<file path="src/rtl/uart_rx_if.sv">
// uart_rx output bundle: received byte, strobes and busy flag.
// The receiver drives it through master, the consumer reads through slave.
interface uart_rx_if;
   logic [7:0] rx_data;
   logic       rx_valid;
   logic       frame_err;
   logic       rx_busy;

   modport master (
      output rx_data,
      output rx_valid,
      output frame_err,
      output rx_busy
   );

   modport slave (
      input rx_data,
      input rx_valid,
      input frame_err,
      input rx_busy
   );
endinterface

</file>
<file path="src/rtl/uart_rx.sv">
// 8N1 UART receiver: start check at mid-bit, centre-sampled data bits.
// UART_RX_MAJORITY_EN: 2-of-3 majority vote on every sample.
module uart_rx #(
   parameter int CLK_FREQ  = 50_000_000,
   parameter int BAUD_RATE = 115200
) (
   input  logic      clk,
   input  logic      rst_n,
   input  logic      rx_pin,
   uart_rx_if.master rx
);

   function integer clog2;
      input integer v;
      integer t;
      begin
         clog2 = 0;
         t = v - 1;
         while (t > 0) begin
            clog2 = clog2 + 1;
            t = t >> 1;
         end
      end
   endfunction

   localparam int BAUD_DIV = CLK_FREQ / BAUD_RATE;
   localparam int HALF_DIV = BAUD_DIV / 2;
   localparam int CNT_W    = clog2(BAUD_DIV);

   typedef enum logic [2:0] {
      IDLE,
      START,
      DATA,
      STOP,
      BRK_WAIT
   } state_t;

   state_t           state, state_nxt;
   logic             s1, rx_s, smp;
   logic [CNT_W-1:0] baud_cnt, cnt_nxt;
   logic [2:0]       bit_idx, bit_nxt;
   logic [7:0]       shreg, shreg_nxt;
   logic [7:0]       data_q, data_nxt;
   logic             valid_q, valid_nxt;
   logic             err_q, err_nxt;
   logic             busy;
   logic             half_hit, full_hit;

   always_ff @(posedge clk or negedge rst_n) begin
      if (!rst_n) begin
         s1   <= 1'b1;
         rx_s <= 1'b1;
      end else begin
         s1   <= rx_pin;
         rx_s <= s1;
      end
   end

`ifdef UART_RX_MAJORITY_EN
   // Two delayed copies of rx_s give target-2 / target-1 at the target count
   logic h1, h2;

   always_ff @(posedge clk or negedge rst_n) begin
      if (!rst_n) begin
         h1 <= 1'b1;
         h2 <= 1'b1;
      end else begin
         h1 <= rx_s;
         h2 <= h1;
      end
   end

   assign smp = (h1 & h2) | (h1 & rx_s) | (h2 & rx_s);
`else
   assign smp = rx_s;
`endif

   assign busy     = (state != IDLE);
   assign half_hit = (baud_cnt == CNT_W'(HALF_DIV - 1));
   assign full_hit = (baud_cnt == CNT_W'(BAUD_DIV - 1));

   always_ff @(posedge clk or negedge rst_n) begin
      if (!rst_n) begin
         state    <= IDLE;
         baud_cnt <= '0;
         bit_idx  <= '0;
         shreg    <= '0;
         data_q   <= '0;
         valid_q  <= 1'b0;
         err_q    <= 1'b0;
      end else begin
         state    <= state_nxt;
         baud_cnt <= cnt_nxt;
         bit_idx  <= bit_nxt;
         shreg    <= shreg_nxt;
         data_q   <= data_nxt;
         valid_q  <= valid_nxt;
         err_q    <= err_nxt;
      end
   end

   always_comb begin
      state_nxt = state;
      cnt_nxt   = busy ? baud_cnt + CNT_W'(1) : '0;
      bit_nxt   = bit_idx;
      shreg_nxt = shreg;
      data_nxt  = data_q;
      valid_nxt = 1'b0;
      err_nxt   = 1'b0;
      unique case (state)
         IDLE: begin
            if (!rx_s) state_nxt = START;
         end
         START: begin
            if (half_hit) begin
               state_nxt = smp ? IDLE : DATA;
               bit_nxt   = '0;
            end
         end
         DATA: begin
            if (full_hit) begin
               shreg_nxt = {smp, shreg[7:1]};
               bit_nxt   = bit_idx + 3'd1;
               if (bit_idx == 3'd7) state_nxt = STOP;
            end
         end
         STOP: begin
            if (full_hit) begin
               if (smp) begin
                  data_nxt  = shreg;
                  valid_nxt = 1'b1;
                  state_nxt = IDLE;
               end else begin
                  err_nxt   = 1'b1;
                  state_nxt = BRK_WAIT;
               end
            end
         end
         BRK_WAIT: begin
            // A held-low break must not look like a fresh start bit
            if (rx_s) state_nxt = IDLE;
         end
         default: state_nxt = IDLE;
      endcase
      if (state_nxt != state) cnt_nxt = '0;
   end

   assign rx.rx_data   = data_q;
   assign rx.rx_valid  = valid_q;
   assign rx.frame_err = err_q;
   assign rx.rx_busy   = busy;

endmodule

</file>
<file path="src/flat_wrapper.sv">
// flat-port wrapper written by rule: the top's interface ports become plain ports
module uart_rx_flat 
#(
   parameter int CLK_FREQ  = 50_000_000,
   parameter int BAUD_RATE = 115200
)
  (clk, rst_n, rx_pin, rx_rx_data, rx_rx_valid, rx_frame_err, rx_rx_busy);
  uart_rx_if rx_i ();
  input  logic clk;
  input  logic rst_n;
  input  logic rx_pin;
  output wire logic [$bits(rx_i.rx_data)-1:0] rx_rx_data;
  output wire logic [$bits(rx_i.rx_valid)-1:0] rx_rx_valid;
  output wire logic [$bits(rx_i.frame_err)-1:0] rx_frame_err;
  output wire logic [$bits(rx_i.rx_busy)-1:0] rx_rx_busy;
  assign rx_rx_data = rx_i.rx_data;
  assign rx_rx_valid = rx_i.rx_valid;
  assign rx_frame_err = rx_i.frame_err;
  assign rx_rx_busy = rx_i.rx_busy;
  uart_rx #(.CLK_FREQ(CLK_FREQ), .BAUD_RATE(BAUD_RATE)) u_core (.clk(clk), .rst_n(rst_n), .rx_pin(rx_pin), .rx(rx_i));
endmodule
</file>
<file path="config.mk">
export PLATFORM = sky130hd
export DESIGN_NAME = uart_rx_flat
export DESIGN_NICKNAME = d
export VERILOG_FILES = /design/src/rtl/uart_rx_if.sv /design/src/rtl/uart_rx.sv /design/src/flat_wrapper.sv
export SDC_FILE = /design/constraint.sdc
export NUM_CORES = 1
export LEC_CHECK = 0
export CORE_MARGIN = 3
export CORE_UTILIZATION = 30
export DETAILED_ROUTE_END_ITERATION = 10
export PLACE_DENSITY = 0.56
export SETUP_SLACK_MARGIN = 0.1
export SLEW_MARGIN = 5
export SYNTH_ARGS = -nofsm -noshare
export SYNTH_HDL_FRONTEND = slang
export SYNTH_SLANG_ARGS = --single-unit
</file>
<file path="constraint.sdc">
create_clock -name clk -period 4.75 [get_ports clk]
set_input_delay 1.1875 -clock clk [delete_from_list [all_inputs] [get_ports clk]]
set_output_delay 1.1875 -clock clk [all_outputs]
set_load 0.05 [all_outputs]
</file>
==> out/metrics.csv <==
stage;metric;value;unit
cts;cts_sinks;35;
route;drc;0;
cts;clock_latency;0.28;ns
finish;final_area;1950;sq um
worst_setup_path;path_max_fanout;8;
sta;min_period;3.07;ns
worst_setup_path;crit_type;reg -> out;
route;viasPerCell;4.79;
worst_setup_path;cp_cell_sequence;or3_1, clkdlybuf4s50_1;
floorplanning;coreArea;5200;sq um
logic_synthesis;synth_area;1640;sq um
finish;final_common_cell;dfrtp_1;
logic_synthesis;yosysSeqAreaShare;0.534;
sta;rsz0062_at_grt;no;
grt;antenna_found_initial;0;
sta;tns;0;ns
route;routed_wl;2.98;mm
route;via_count;1054;
floorplanning;die_area;6400;sq um
grt;track_usage;0.106;
placement;dp_worst_setup_slack;1.98;ns
sta;final_max_slew_viol_count;0;
min_path;whs_path_depth;0;
worst_setup_path;r2r_end;u_core.shreg[7];
finish;num-nets-final;157;
worst_setup_path;r2r-start;u_core.baud_cnt[1];
sta;finalCritPeriodShare;0.647;
route;drt-initial-drc-count;121;
run;drv_cap;0;
finish;fin_cells;220;
floorplanning;die_h;80.0;um
worst_setup_path;reg2reg_depth;7;
logic_synthesis;synth-edff-count;0;
route;ant_nets;0;
power_and_ir_drop;power.density;295;nW/um^2
cts;cts_made_buffers;5;
finish;drive_above_1_share;0.213;
sta;final_hold_viol_count;0;
logic_synthesis;ys_ff_latch;35;
logic_synthesis;synthArstFlopShare;1.00;
worst_setup_path;crit_required;3.56;ns
placement;dp.cells;212;
finish;final_cell_mix;33 x dfrtp_1, 13 x clkdlybuf4s50_1, 11 x nor3_1;
logic_synthesis;synth_cell_types;35;
sta;timing.hold.ws;0.356;ns
run_status;status;finished clean;
logic_synthesis;ys.flop_type;dfrtp_1;
min_path;min_from;u_core.s1;
worst_setup_path;cp-end-kind;primary output;
grt;grt_pass1_wl;5.26;mm
placement;port_buffers;13;
sta;tightestPinTransition;0.914;ns
placement;dp_hpwl;2.10;mm
worst_setup_path;start_kind;flop;
sta;final.setup_skew;0.00438;ns
placement;dpl_cell_area;1840;sq um
cts;clockRootBuffer;clkbuf_8;
grt;grt_max_degree;36;
cts;tritoncts;built;
cts;postCtsSetupBuffers;0;
power_and_ir_drop;ir_worst_vdd;0.000137;V
finish;synthToLayoutAreaGrowth;18.9;%
worst_setup_path;crit_buf_inv;1;
floorplanning;rows;26;
worst_setup_path;worstSetupStartpoint;u_core.state[1];
cts;clockBufferDepth;2;
placement;gp_congestion;0.763;
cts;path_clk_slew;0.07;ns
logic_synthesis;syn-mean-instance-area;12.6;sq um
min_path;hp-class;reg -> reg;
worst_setup_path;slowest_delay;0.71;ns
cts;h-tree-depth;2;
grt;overflow;0;
floorplanning;fp.dieW;80.0;um
sta;finalSetupViolations;0;
floorplanning;pin_count;14;
logic_synthesis;ys_warn_count;0;
finish;diodes;0;
sta;layout_setup_ws;1.68;ns
worst_setup_path;cp_top_family;buffers and inverters;
grt;grt_pass1_vias;1152;
worst_setup_path;reg2reg_setup_slack;2.24;ns
power_and_ir_drop;leakage;0.877;nW
cts;holdBufCountCts;0;
worst_setup_path;crit_arrival;1.88;ns
logic_synthesis;synth_nets;139;
power_and_ir_drop;total_power;576;uW
cts;cts_resized;0;
route;drt-pass1-iter-count;4;
logic_synthesis;syn_inst;131;
floorplanning;initial_core_util;0.316;
route;wl_per_cell;13.6;um
sta;relSlewSlack;0.386;
min_path;holdPathEnd;u_core.rx_s;
finish;utilization;0.375;
sta;fmax;326;MHz
worst_setup_path;slowest_stage;clkdlybuf4s50_1;
layout make-up:
class                      instances  area (sq um)
clock buffer                       5          68.8
clock inverter                     3          43.8
fill                             511          3250
inverter                           8          30.0
multi-input combinational         84           701
sequential                        35           878
tap                               70          87.6
timing repair buffer              15           145
cell usage after synthesis, types with 3 or more instances:
cell | n | area share
inv_1 | 8 | 0.018
mux2_2 | 8 | 0.055
mux2i_1 | 3 | 0.018
xnor2_1 | 4 | 0.021
mux2_4 | 8 | 0.073
dfrtp_1 | 33 | 0.50
nand3_1 | 6 | 0.018
nand4_1 | 4 | 0.015
and3_1 | 3 | 0.011
nor2_1 | 5 | 0.011
xor2_1 | 3 | 0.016
nor3_1 | 11 | 0.033
nand2_1 | 4 | 0.0091
ha_1 | 5 | 0.038
kinds of logic (layout without fill, tap and decap cells):
kind of cell,count (synthesis),in the layout,share of synthesized area
and+or+nand+nor,46,46,0.168
xor gates and xnor gates,7,7,0.0373
DFF,35,35,0.534
buffers and inverters,12,31,0.0396
adders and majority gates,5,5,0.0381
AOI/OAI and AO/OA,7,7,0.0365
muxes,19,19,0.146
metal layers:
layer | vias to the layer above | GRT usage | part of all wire
met2 | 31 | 0.179 | 0.50
met4 | 0 | 0.0490 | 0.015
met3 | 7 | 0.0271 | 0.044
met5 | - | 0 | 0
met1 | 510 | 0.127 | 0.45
li1 | 506 | - | -
sequential cells by signal, indices dropped and copies added, names as in the netlist:
register,flops
u_core.baud_cnt,9
u_core.bit_idx,3
u_core.rx.frame_err,1
u_core.rx.rx_data,8
u_core.rx.rx_valid,1
u_core.rx_s,1
u_core.s1,1
u_core.shreg,8
u_core.state,3
worst max-delay path by stage:
stage | end | slack [ns] | depth (start not counted)
floorplan | rx_rx_busy | 2.53 | 2
global placement | rx_rx_busy | 2.03 | 2
detailed placement | rx_rx_busy | 1.98 | 2
CTS | rx_rx_busy | 1.66 | 2
global route | rx_rx_busy | 1.62 | 2
finish | rx_rx_busy | 1.68 | 2
power breakdown:
part | total (mW) | switching, mW | internal [mW]
clock | 0.267 | 0.111 | 0.156
sequential | 0.301 | 0.00113 | 0.299
combinational | 0.00870 | 0.00629 | 0.00241
No activity file was read; power rests on OpenSTA's default activity.
